$ cat config.mk
export PLATFORM = sky130hd
export DESIGN_NAME = mem_port_arbiter_flat
export DESIGN_NICKNAME = d
export VERILOG_FILES = /design/src/rtl/matmul_pkg.sv /design/src/rtl/mem_port_arbiter_if.sv /design/src/rtl/rr_pick.sv /design/src/rtl/mem_port_arbiter.sv /design/src/flat_wrapper.sv
export SDC_FILE = /design/constraint.sdc
export NUM_CORES = 1
export LEC_CHECK = 0
export BUFFER_PORTS_ARGS = -buffer_cell sky130_fd_sc_hd__buf_2
export CAP_MARGIN = 10
export CORE_AREA = 2 2 134 136
export DETAILED_ROUTE_END_ITERATION = 6
export DIE_AREA = 0 0 136 138
export PLACE_DENSITY = 0.58
export REMOVE_ABC_BUFFERS = 1
export SYNTH_ARGS = -nofsm -noshare
export SYNTH_HDL_FRONTEND = slang
export SYNTH_SLANG_ARGS = --single-unit
$ cat constraint.sdc
create_clock -name clk -period 2 [get_ports clk]
set_input_delay 0.1 -clock clk [delete_from_list [all_inputs] [get_ports clk]]
set_output_delay 0.1 -clock clk [all_outputs]
set_load 0.01 [all_outputs]
$ cat src/rtl/matmul_pkg.sv
// Shared types and default widths for the matrix-multiplier memory subsystem.
package matmul_pkg;

  typedef enum logic {
    IDLE = 1'b0,
    BUSY = 1'b1
  } arb_state_t;

  localparam int ADDR_W_DEF = 32;
  localparam int DATA_W_DEF = 32;

endpackage

$ cat src/rtl/mem_port_arbiter_if.sv
// Bundle of requester, memory and status signals around the shared memory port.
// Handshake: a requester holds req and its fields until it sees a one-cycle ack;
// the arbiter holds mem_req and fields until mem_ack (or the watchdog) completes.
interface mem_port_arbiter_if #(
  parameter int N_REQ  = 3,
  parameter int ADDR_W = 32,
  parameter int DATA_W = 32,
  parameter int IDX_W  = $clog2(N_REQ)
);
  logic [N_REQ-1:0]        req;
  logic [N_REQ-1:0]        we;
  logic [N_REQ*ADDR_W-1:0] addr;
  logic [N_REQ*DATA_W-1:0] wdata;
  logic [N_REQ-1:0]        ack;
  logic [DATA_W-1:0]       rdata;
  logic                    mem_req;
  logic                    mem_we;
  logic [ADDR_W-1:0]       mem_addr;
  logic [DATA_W-1:0]       mem_wdata;
  logic                    mem_ack;
  logic [DATA_W-1:0]       mem_rdata;
  logic [IDX_W-1:0]        grant_id;
  logic                    busy;
  logic                    timeout_err;
  logic                    err_clr;

  modport master (
    output req, we, addr, wdata, mem_ack, mem_rdata, err_clr,
    input  ack, rdata, mem_req, mem_we, mem_addr, mem_wdata, grant_id, busy, timeout_err
  );

  modport slave (
    input  req, we, addr, wdata, mem_ack, mem_rdata, err_clr,
    output ack, rdata, mem_req, mem_we, mem_addr, mem_wdata, grant_id, busy, timeout_err
  );
endinterface

$ cat src/rtl/rr_pick.sv
// Combinational round-robin selector: first set req bit starting at ptr, wrapping.
module rr_pick #(
  parameter int N_REQ = 3,
  parameter int IDX_W = $clog2(N_REQ)
) (
  input  logic [N_REQ-1:0] req,
  input  logic [IDX_W-1:0] ptr,
  output logic             valid,
  output logic [IDX_W-1:0] idx
);
  logic [IDX_W:0]   sum;
  logic [IDX_W-1:0] cand;

  // Walk offsets from farthest to nearest so the nearest set bit wins.
  always_comb begin
    valid = 1'b0;
    idx   = '0;
    sum   = '0;
    cand  = '0;
    for (int k = N_REQ - 1; k >= 0; k--) begin
      sum = {1'b0, ptr} + (IDX_W + 1)'(k);
      if (sum >= (IDX_W + 1)'(N_REQ)) sum = sum - (IDX_W + 1)'(N_REQ);
      cand = sum[IDX_W-1:0];
      if (req[cand]) begin
        valid = 1'b1;
        idx   = cand;
      end
    end
  end
endmodule

$ cat src/rtl/mem_port_arbiter.sv
// Round-robin arbiter sharing one memory port among N_REQ requesters, with a
// watchdog that force-completes unanswered transactions and flags a sticky error.
module mem_port_arbiter
  import matmul_pkg::*;
#(
  parameter int N_REQ   = 3,
  parameter int ADDR_W  = ADDR_W_DEF,
  parameter int DATA_W  = DATA_W_DEF,
  parameter int TIMEOUT = 255
) (
  input  logic                clk,
  input  logic                reset_n,
  mem_port_arbiter_if.slave   bus,
  output arb_state_t          state_dbg
);
  localparam int IDX_W    = $clog2(N_REQ);
  localparam int WD_W     = (TIMEOUT > 1) ? $clog2(TIMEOUT) : 1;
  localparam int WD_LIMIT = (TIMEOUT > 0) ? TIMEOUT - 1 : 0;

  arb_state_t       state_q, state_d;
  logic [IDX_W-1:0] rr_ptr_q, rr_ptr_d;
  logic [IDX_W-1:0] grant_id_q, grant_id_d;
  logic [WD_W-1:0]  wd_cnt_q, wd_cnt_d;
  logic             timeout_err_q, timeout_err_d;

  logic              pick_valid;
  logic [IDX_W-1:0]  pick_idx;
  logic              in_busy, wd_fire, done;
  logic              sel_we;
  logic [ADDR_W-1:0] sel_addr;
  logic [DATA_W-1:0] sel_wdata;

  rr_pick #(.N_REQ(N_REQ), .IDX_W(IDX_W)) u_rr_pick (
    .req   (bus.req),
    .ptr   (rr_ptr_q),
    .valid (pick_valid),
    .idx   (pick_idx)
  );

  always_comb begin
    sel_we    = 1'b0;
    sel_addr  = '0;
    sel_wdata = '0;
    for (int i = 0; i < N_REQ; i++) begin
      if (grant_id_q == IDX_W'(i)) begin
        sel_we    = bus.we[i];
        sel_addr  = bus.addr[i*ADDR_W +: ADDR_W];
        sel_wdata = bus.wdata[i*DATA_W +: DATA_W];
      end
    end
  end

  // A real mem_ack in the watchdog's last cycle takes precedence over the timeout.
  always_comb begin
    in_busy = (state_q == BUSY);
    wd_fire = in_busy && !bus.mem_ack && (TIMEOUT != 0) && (wd_cnt_q == WD_W'(WD_LIMIT));
    done    = in_busy && (bus.mem_ack || wd_fire);

    state_d       = state_q;
    rr_ptr_d      = rr_ptr_q;
    grant_id_d    = grant_id_q;
    wd_cnt_d      = '0;
    timeout_err_d = timeout_err_q;

    case (state_q)
      IDLE: begin
        if (pick_valid) begin
          grant_id_d = pick_idx;
          state_d    = BUSY;
        end
      end
      BUSY: begin
        if (done) begin
          state_d  = IDLE;
          rr_ptr_d = (grant_id_q == IDX_W'(N_REQ - 1)) ? '0 : grant_id_q + 1'b1;
        end else begin
          wd_cnt_d = wd_cnt_q + 1'b1;
        end
      end
      default: state_d = IDLE;
    endcase

    if (bus.err_clr) timeout_err_d = 1'b0;
    if (wd_fire)     timeout_err_d = 1'b1;
  end

  always_ff @(posedge clk or negedge reset_n) begin
    if (!reset_n) begin
      state_q       <= IDLE;
      rr_ptr_q      <= '0;
      grant_id_q    <= '0;
      wd_cnt_q      <= '0;
      timeout_err_q <= 1'b0;
    end else begin
      state_q       <= state_d;
      rr_ptr_q      <= rr_ptr_d;
      grant_id_q    <= grant_id_d;
      wd_cnt_q      <= wd_cnt_d;
      timeout_err_q <= timeout_err_d;
    end
  end

  always_comb begin
    for (int i = 0; i < N_REQ; i++) begin
      bus.ack[i] = done && (grant_id_q == IDX_W'(i));
    end
  end

  assign bus.rdata       = (in_busy && bus.mem_ack) ? bus.mem_rdata : '0;
  assign bus.mem_req     = in_busy;
  assign bus.mem_we      = in_busy ? sel_we : 1'b0;
  assign bus.mem_addr    = in_busy ? sel_addr : '0;
  assign bus.mem_wdata   = in_busy ? sel_wdata : '0;
  assign bus.grant_id    = grant_id_q;
  assign bus.busy        = in_busy;
  assign bus.timeout_err = timeout_err_q;
  assign state_dbg       = state_q;
endmodule

$ cat src/flat_wrapper.sv
// flat-port wrapper written by rule: the top's interface ports become plain ports
module mem_port_arbiter_flat import matmul_pkg::*;
#(
  parameter int N_REQ   = 3,
  parameter int ADDR_W  = ADDR_W_DEF,
  parameter int DATA_W  = DATA_W_DEF,
  parameter int TIMEOUT = 255
)
  (clk, reset_n, state_dbg, bus_req, bus_we, bus_addr, bus_wdata, bus_mem_ack, bus_mem_rdata, bus_err_clr, bus_ack, bus_rdata, bus_mem_req, bus_mem_we, bus_mem_addr, bus_mem_wdata, bus_grant_id, bus_busy, bus_timeout_err);
  mem_port_arbiter_if #(.N_REQ(N_REQ), .ADDR_W(ADDR_W), .DATA_W(DATA_W)) bus_i ();
  input  logic clk;
  input  logic reset_n;
  output arb_state_t state_dbg;
  input wire logic [$bits(bus_i.req)-1:0] bus_req;
  input wire logic [$bits(bus_i.we)-1:0] bus_we;
  input wire logic [$bits(bus_i.addr)-1:0] bus_addr;
  input wire logic [$bits(bus_i.wdata)-1:0] bus_wdata;
  input wire logic [$bits(bus_i.mem_ack)-1:0] bus_mem_ack;
  input wire logic [$bits(bus_i.mem_rdata)-1:0] bus_mem_rdata;
  input wire logic [$bits(bus_i.err_clr)-1:0] bus_err_clr;
  output wire logic [$bits(bus_i.ack)-1:0] bus_ack;
  output wire logic [$bits(bus_i.rdata)-1:0] bus_rdata;
  output wire logic [$bits(bus_i.mem_req)-1:0] bus_mem_req;
  output wire logic [$bits(bus_i.mem_we)-1:0] bus_mem_we;
  output wire logic [$bits(bus_i.mem_addr)-1:0] bus_mem_addr;
  output wire logic [$bits(bus_i.mem_wdata)-1:0] bus_mem_wdata;
  output wire logic [$bits(bus_i.grant_id)-1:0] bus_grant_id;
  output wire logic [$bits(bus_i.busy)-1:0] bus_busy;
  output wire logic [$bits(bus_i.timeout_err)-1:0] bus_timeout_err;
  assign bus_i.req = bus_req;
  assign bus_i.we = bus_we;
  assign bus_i.addr = bus_addr;
  assign bus_i.wdata = bus_wdata;
  assign bus_i.mem_ack = bus_mem_ack;
  assign bus_i.mem_rdata = bus_mem_rdata;
  assign bus_i.err_clr = bus_err_clr;
  assign bus_ack = bus_i.ack;
  assign bus_rdata = bus_i.rdata;
  assign bus_mem_req = bus_i.mem_req;
  assign bus_mem_we = bus_i.mem_we;
  assign bus_mem_addr = bus_i.mem_addr;
  assign bus_mem_wdata = bus_i.mem_wdata;
  assign bus_grant_id = bus_i.grant_id;
  assign bus_busy = bus_i.busy;
  assign bus_timeout_err = bus_i.timeout_err;
  mem_port_arbiter #(.N_REQ(N_REQ), .ADDR_W(ADDR_W), .DATA_W(DATA_W), .TIMEOUT(TIMEOUT)) u_core (.clk(clk), .reset_n(reset_n), .bus(bus_i), .state_dbg(state_dbg));
endmodule
# Word level (Yosys, flattened, before mapping)
# Index checks and enable logic that the tools add are counted.
# word_totals
input_bits	234
regBits	14
out_inout_bits	106
wordCells	71
# classes
addsub	7
n_bitwise	1
reduce_logical	13
n_lt_le_gt_ge	6
muxes	36
n_eq_ne	3
# ops
cell	count
32-bit two-way mux	9
8-bit two-way mux	2
1-bit two-way mux	14
2-bit two-way mux	7
2-bit by 3-bit < comparator with 1-bit output (second input constant)	3
8-bit by 1-bit adder with 8-bit output (second input constant)	1
8-bit equality test (second input constant)	1
1-bit logical AND	7
1-bit binary-select mux with 2-bit select	3
3-bit by 2-bit >= comparator with 1-bit output (second input constant)	2
2-bit subtractor (second input constant)	3
2-bit AND reduction	2
2-bit by 1-bit adder with 3-bit output (second input constant)	1
2-bit by 2-bit adder with 3-bit output (second input constant)	1
2-bit by 1-bit adder with 2-bit output (second input constant)	1
2-bit by 1-bit equality test with 1-bit output (second input constant)	1
2-bit equality test (second input constant)	1
2-bit >= comparator (second input constant)	1
2-bit zero test	1
1-bit one-hot mux with 2 select lines	1
2-bit nonzero test	1
1-bit zero test	1
1-bit logical OR	1
1-bit inverter	1

# Depth between registers and ports, before layout
# Gate-level depths: netlist (run 1).
# logic_depth
depth_word	10
depth_mapped	7
ltp_nobuf	6

# Modules after synthesis
# From an unflattened synthesis (run 1), not the netlist that was laid out.
# hier_totals
cells_unflattened	358
hier_area_um2	2967.8
# by_module_without_submodules
mod	seq_area_each_um2	instances	cells_per_inst	area_per_inst_um2
mem_port_arbiter	350.3	1	331	2776.4
rr_pick	0.0	1	27	191.4

# Worst setup path before layout (run 1)
# No wires, ideal clock.
# synth_path
kind	flip-flop to flip-flop
startpoint	register u_core.rr_ptr_q[0]
endpoint	register u_core.grant_id_q[1], in the netlist u_core.bus.grant_id[1]
slack_ps	349
period_less_slack_ps	1651
t_arrival_ps	1524
setup_time_ps	127
stages_incl_launch_ff	7
path_cell_list	dfrtp_1 -> inv_1 -> ha_1 -> o21ai_1 -> a211o_1 -> nand3_2 -> mux2_1
# synth_via
elab_chain_len	9
# synth_rtl
element	line_no	source
start, declared	mem_port_arbiter.sv:21	logic [IDX_W-1:0] rr_ptr_q, rr_ptr_d;
start signal, assigned	mem_port_arbiter.sv:96	rr_ptr_q <= rr_ptr_d;
2-bit by 2-bit adder with 3-bit output	rr_pick.sv:21	sum = {1'b0, ptr} + (IDX_W + 1)'(k);
3-bit by 2-bit >= comparator with 1-bit output or 2-bit subtractor (tied branches)	rr_pick.sv:22	if (sum >= (IDX_W + 1)'(N_REQ)) sum = sum - (IDX_W + 1)'(N_REQ);
2-bit two-way mux	rr_pick.sv:22	
1-bit binary-select mux with 2-bit select	rr_pick.sv:24	if (req[cand]) begin
1-bit two-way mux (implied by the code)	rr_pick.sv:24	
1-bit two-way mux (3 in a row)	rr_pick.sv:24	
2-bit AND reduction (no line)	n/a	
end signal, assigned	mem_port_arbiter.sv:97	grant_id_q <= grant_id_d;
end, declared	mem_port_arbiter.sv:22	logic [IDX_W-1:0] grant_id_q, grant_id_d;
# Several ways; a longest one is shown, not always the timed one. The select of a mux whose other input is x is not followed.
# A chain may end at the register's enable or synchronous reset.

# Final worst setup path (run 1)
# layout_path
startpoint	register u_core.grant_id_q[0], in the netlist u_core.bus.grant_id[0]
endpoint	output bus_mem_wdata[4]
# layout_via
elab_chain_len	5
# layout_rtl
element	line_no	source
2-bit zero test	mem_port_arbiter.sv:45	if (grant_id_q == IDX_W'(i)) begin
32-bit two-way mux (2 in a row)	mem_port_arbiter.sv:45	
32-bit two-way mux (*)	mem_port_arbiter.sv:45	
32-bit two-way mux (*)	mem_port_arbiter.sv:113	assign bus.mem_wdata = in_busy ? sel_wdata : '0;
end, declared	flat_wrapper.sv:26	output wire logic [$bits(bus_i.mem_wdata)-1:0] bus_mem_wdata;
# Mark *: on every way between the ends. The rest lies on a longest branch, timed or not.

==> results of run 1 <==
## final timing paths
kind	slack [ns]	startpoint	end	cells after the start
min reg2reg	0.49	u_core.wd_cnt_q[0]	u_core.wd_cnt_q[0]	1
max in group asynchronous	1.43	reset_n	u_core.bus.grant_id[0]	2
min	0.05	bus_err_clr	u_core.bus.timeout_err	2
max	0.09	u_core.bus.grant_id[0]	bus_mem_wdata[4]	6
min in group asynchronous	0.29	reset_n	u_core.wd_cnt_q[3]	2
max reg2reg	0.25	u_core.rr_ptr_q[0]	u_core.bus.grant_id[1]	6
## synthesized netlist by cell type, drive strengths merged
| master | n |
|---|---|
| and3b | 1 |
| ha | 4 |
| a31oi | 1 |
| o21ai | 69 |
| nand2b | 1 |
| and3 | 35 |
| nand3 | 5 |
| inv | 7 |
| nand4b | 1 |
| maj3 | 1 |
| o32ai | 1 |
| dfrtp | 14 |
| nor3 | 1 |
| and2b | 1 |
| nor2 | 10 |
| xnor2 | 1 |
| o2111ai | 1 |
| a211o | 1 |
| a31o | 1 |
| and2 | 66 |
| mux2i | 67 |
| nand2 | 73 |
| a21boi | 1 |
| xor2 | 4 |
| mux2 | 2 |
| o221ai | 1 |
| a21oi | 1 |
| nor2b | 2 |
| buf | 20 |
| clkbuf | 18 |
## layer usage
| layer | part of all wire | global-route usage | wire [um] | up-vias |
|---|---|---|---|---|
| met5 | 0.0010 | 0 | 13 | - |
| met4 | 0.011 | 0.01919 | 131 | 2 |
| met3 | 0.070 | 0.01540 | 873 | 14 |
| li1 | - | - | - | 2041 |
| met1 | 0.44 | 0.1568 | 5458 | 1751 |
| met2 | 0.48 | 0.2195 | 5971 | 165 |
## cell type report
cell class / instances / area (um2) / area share
multi-input cells: 352 / 2252 / 0.4601
repair buffers: 357 / 1884 / 0.3850
flip-flops and latches: 14 / 356.6 / 0.07285
well taps: 229 / 286.5 / 0.05854
clock buffers: 4 / 88.84 / 0.01815
inverters: 7 / 26.28 / 0.005368
## sequential cells by signal, summed over array words and instances, names as in the netlist
register and cells:
u_core.bus.busy 1, u_core.bus.grant_id 2, u_core.bus.timeout_err 1, u_core.rr_ptr_q 2, u_core.wd_cnt_q 8
## power by group through the flow
stage,Combinational [W],Sequential [W],Clock (W)
4_1_cts,0.00395,0.000397,0.000427
3_3_place_gp,0.00393,0.000401,0
2_1_floorplan,0.00197,0.000784,0
3_5_place_dp,0.00393,0.000403,0
5_1_grt,0.00431,0.000402,0.000439
6_report,0.00391,0.000397,0.000413
## stage by stage
stage          std cells  utilization
3_5_place_dp         958       0.2735
5_1_grt              963       0.2791
4_1_cts              963       0.2791
3_3_place_gp         958       0.2735
2_1_floorplan        373            -
6_report             963       0.2791
## logic make-up after synthesis
| group | after synthesis |
|---|---|
| flip-flops | 14 |
| multiplexers | 69 |
| XOR/XNOR | 5 |
| buffers and inverters | 45 |
| AND/OR/NAND/NOR | 196 |
| AO/OA/AOI/OAI | 77 |
| adder cells (fa/ha/maj) | 5 |
## what timing repair did
| item | in CTS | in global routing |
|---|---|---|
| buffers inserted | 0 | 0 |
| hold buffers | 1 | 0 |
| hold endpoints to repair | 14 | 0 |
## worst register-to-register path: stages (launching register included)
cell     delay, ns
dfrtp_1       0.36
inv_1         0.05
ha_1          0.38
o21ai_1       0.10
a211o_1       0.31
nand3_2       0.11
mux2_1        0.32
==> flow_summary.toml, run 1 <==
[run_status]
status = "complete, no violations"

[sta]
slew-limit-headroom = 0.7632
rsz0062_at_grt = "false"
min_period_over_period = 0.9547
fin_skew_ns = 0.001157
hold_violations = 0
finalSetupViolations = 0
fin_hold_ws_ns = 0.04784
worstMarginPinSlew_ns = 0.3552
report.final.slew_viol_count = 0
min_period_ns = 1.909
setup_tns_ns = 0
fmax_mhz = 523.7
setup_ws_ns = 0.09067

[yosys]
seq_area_frac_synth = 0.1235
syn_avg_cell_area_um2 = 6.901
synthMuxAreaShare = 0.2457
ys_ff_latch = 14
synth_top_family_by_area = "simple AND/OR/NAND/NOR gates"
yosysUniqueCellTypes = 38
synth_warnings = 0
synth_area_leaders = "mux2i_1 24%, and2_1 15%, dfrtp_1 12%"
yosysTopAreaCell = "mux2i_1"
synthXorXnorAreaFrac = 0.01544
synth-simple-area-share = 0.3661
synth_fa_ha_area_frac = 0.02117
syn_inst = 411
syn_area_um2 = 2836
synth_top_area_frac = 0.2364
synth-compound-area-share = 0.1438

[power]
power_density_nw_per_um2 = 965.0
p_sw_w = 0.002252
p_leak_nw = 2.722
total_power_w = 0.004724
pwr-share-seq = 0.084
p_comb_frac = 0.829
p_clk_frac = 0.087
peakVddDrop_mv = 0.6625
p_int_w = 0.002471
switching_share = 0.4768

[layout]
final_common_cell = "buf_2"
postLayoutCellArea_um2 = 4895
fillers = 1949
mostFrequentLayoutCells = "339 x buf_2, 72 x nand2_1, 68 x o21ai_0"
area_growth_pct = 72.56
antenna_cells = 0
drive_above_1_share = 0.5082
nets = 973

[setup_path]
start_kind = "flop"
max_stage_delay_ns = 0.50
critical_path_buf_inv_count = 2
crit_chain = "nor2b_4 -> buf_12 -> nand2_1 -> o21ai_0 -> and2_1 -> buf_2"
worstSetupEndpointType = "primary output"
critPathKind = "flop to primary output"
critPathRequiredTime_ns = 1.90
slowest_stage = "dfrtp_4"
critPathMaxFanout = 39
cp_top_family = "simple AND/OR/NAND/NOR gates"
critPathArrivalTime_ns = 1.81

[detailed_routing]
drtIter0Drc = 169
first_pass_iters = 4
totalWireLength_um = 12450
drtAntennaViolNets = 0
vias = 3973
viasPerCell = 4.126
wl_per_cell_um = 12.93
drc_errors = 0

[floorplan]
fp.dieH_um = 138
ios = 340
core_um2 = 17530
rows = 49
floorplan.initialDensity = 0.1618
die_w_um = 136
dieArea_um2 = 18770

[placed_design]
pre_cts_slack_ns = 0.2547
post_dp_cell_area_um2 = 4796
port_buffers = 339
gp_congestion = 0.8249
dpl.hpwl_um = 9815

[clock_network]
htree_levels = 1
clk_root_buffer_cell = "clkbuf_16"
cts_sinks = 14
cts_max_path_buffers = 2
cts.repair.resized = 0
clk_pin_slew_ns = 0.05
clk_latency_ns = 0.24
numCtsBuffers = 3
cts_tree = "done"

[global_route]
grt_pass1_wl_um = 18940
antenna_found_initial = 2
globalRouteOverflowTotal = 0
grt_use_total = 0.1220
grt_pass1_vias = 3784
grt_max_degree = 105

[flow_run]
drv_cap = 0

[hold_path]
hold_path.class = "input pin to flop"
Note: power is estimated with default switching activity, not from simulation.
==> inputs of run 2 (changes only) <==
--- a/config.mk
+++ b/config.mk
@@ -7,10 +7,10 @@
 export LEC_CHECK = 0
 export BUFFER_PORTS_ARGS = -buffer_cell sky130_fd_sc_hd__buf_2
 export CAP_MARGIN = 10
-export CORE_AREA = 2 2 134 136
+export CORE_AREA = 2 2 132 134
 export DETAILED_ROUTE_END_ITERATION = 6
-export DIE_AREA = 0 0 136 138
-export PLACE_DENSITY = 0.58
+export DIE_AREA = 0 0 134 136
+export PLACE_DENSITY = 0.61
 export REMOVE_ABC_BUFFERS = 1
 export SYNTH_ARGS = -nofsm -noshare
 export SYNTH_HDL_FRONTEND = slang
==> constraint.sdc (replaced) <==
create_clock -name clk -period 1.6 [get_ports clk]
set_input_delay 0.08 -clock clk [delete_from_list [all_inputs] [get_ports clk]]
set_output_delay 0.08 -clock clk [all_outputs]
set_load 0.01 [all_outputs]
==> run 2 against run 1 <==
  * The flow now finishes with violations (setup timing)
  * Die area is 2.9% lower
  * Wire length is 14% higher
  * Power increased by 54%
  * Sequential power up 31%
  * First-iteration DRC count is 37% higher
  * Utilization rose by 4.8 points
  * Global-route usage increased by 0.90 points
  * Via count up 5.9%
  * Combinational power up 60%
  * Critical endpoint is now bus_mem_addr[22]
==> flow_summary.toml, run 2 (same netlist as run 1, synthesis figures left out) <==
[layout]
stdcell_count = 983
fillers = 1794
area_growth_pct = 94.75
antenna_cells = 0
final_common_cell = "buf_2"
largest_reg_flops = 8
post-route-util = 0.3273
nets = 997
top_register = "u_core.wd_cnt_q"
mostFrequentLayoutCells = "336 x buf_2, 65 x mux2i_1, 64 x and2_1"
drive_above_1_share = 0.5818

[detailed_routing]
wl_per_cell_um = 14.49
drtAntennaViolNets = 0
totalWireLength_um = 14240
first_pass_iters = 4
drtIter0Drc = 231
drc_errors = 0
viasPerCell = 4.280
vias = 4207

[run_status]
violations = "setup timing"
status = "finished, violations left"

[power]
p_comb_frac = 0.856
switching_share = 0.4549
power_density_nw_per_um2 = 1319
p_int_w = 0.003973
peakVddDrop_mv = 0.7915
p_clk_frac = 0.073
pwr-share-seq = 0.071
p_sw_w = 0.003315
p_leak_nw = 2.993

[setup_path]
worstSetupEndpointType = "primary output"
start_kind = "flop"
critical_path_buf_inv_count = 3
cp_top_family = "flip-flops"
critPathMaxFanout = 10
crit_chain = "nor2b_4 -> buf_12 -> buf_12 -> nand2_1 -> o21ai_1 -> and2_1 -> buf_2"
r2r-start = "u_core.rr_ptr_q[1]"
slowest_stage = "dfrtp_4"
worst-path-stages = 7
cp_common_cell = "buf_12"
critPathKind = "flop to primary output"
startpoint = "u_core.bus.grant_id[0]"
critPathArrivalTime_ns = 1.68
r2r_slack_ns = 0
reg2reg_depth = 5
reg2reg_to = "u_core.bus.grant_id[1]"
cp-endpoint = "bus_mem_addr[22]"
max_stage_delay_ns = 0.52
critPathRequiredTime_ns = 1.52

[floorplan]
ios = 340
floorplan.initialDensity = 0.1681
rows = 48
dieArea_um2 = 18220
fp.dieH_um = 136
die_w_um = 134
core_um2 = 16880

[sta]
min_period_ns = 1.762
worstMarginPinSlew_ns = 0.3770
setup_tns_ns = -7.334
rsz0062_at_grt = "true"
fmax_mhz = 567.6
min_period_over_period = 1.101
slew-limit-headroom = 0.7415
report.final.slew_viol_count = 0
hold_violations = 0
fin_skew_ns = 0.003844
finalSetupViolations = 66
fin_hold_ws_ns = 0.01989
setup_ws_ns = -0.1617

[clock_network]
cts_tree = "done"
numCtsBuffers = 3
clk_latency_ns = 0.25
htree_levels = 1
cts_max_path_buffers = 2
clk_pin_slew_ns = 0.05
cts_sinks = 14
clk_root_buffer_cell = "clkbuf_16"

[placed_design]
pre_cts_slack_ns = -0.06341
dp.cells = 959
dpl.hpwl_um = 9639
gp_congestion = 0.8215
port_buffers = 339

[global_route]
globalRouteOverflowTotal = 0
grt_max_degree = 78
antenna_found_initial = 1
grt_use_total = 0.1310
grt_pass1_wl_um = 19260
grt_pass1_vias = 3839

[flow_run]
drv_cap = 0

[hold_path]
hold_path.class = "input pin to flop"
holdPathStages = 2
[run 2: worst min path at each step]
stage / from / endpoint / slack [ns]
final: bus_err_clr / u_core.bus.timeout_err / 0.02
after floorplan: reset_n / u_core.bus.busy / -0.22
after CTS: bus_err_clr / u_core.bus.timeout_err / 0.02
after global routing: bus_err_clr / u_core.bus.timeout_err / 0.03
after detailed placement: reset_n / u_core.rr_ptr_q[1] / -0.003
after global placement: reset_n / u_core.rr_ptr_q[0] / -0.006
[run 2: stage by stage]
step / instance area (um2) / power, W
2_1_floorplan: 2624 / 0.003362
3_3_place_gp: 4853 / 0.005571
3_5_place_dp: 4853 / 0.005599
4_1_cts: 5340 / 0.006902
5_1_grt: 5524 / 0.007864
6_report: 5524 / 0.007287
[run 2: final cells by class]
type | instances | area (um2) | area share
clock buffer | 4 | 88.84 | 0.01608
inverter | 7 | 26.28 | 0.004757
multi-input combinational | 352 | 2414 | 0.4369
sequential | 14 | 356.6 | 0.06455
tap | 225 | 281.5 | 0.05096
timing repair buffer | 381 | 2357 | 0.4267
[run 2: what timing repair did]
item	4_1_cts	5_1_grt
buffers inserted	8	2
hold buffers	1	0
endpoints found under the setup margin	70	70
gates cloned	5	5
endpoints found under the hold margin	14	0
pin swaps	34	7
gates resized for setup	91	20
[run 2: power by group through the flow]
stage / registers [W] / logic (W) / clock network [W]
5_1_grt: 0.000529 / 0.00677 / 0.000564
6_report: 0.000519 / 0.00624 / 0.000531
4_1_cts: 0.000515 / 0.00585 / 0.000536
2_1_floorplan: 0.000959 / 0.00240 / 0
3_3_place_gp: 0.000519 / 0.00505 / 0
3_5_place_dp: 0.000522 / 0.00508 / 0
[run 2: routing by layer]
metal,track usage,vias up,part of all wire
li1,-,2101,-
met1,0.1677,1926,0.43
met2,0.2368,168,0.50
met3,0.01715,12,0.062
met4,0.02305,0,0.0086
met5,0,-,0
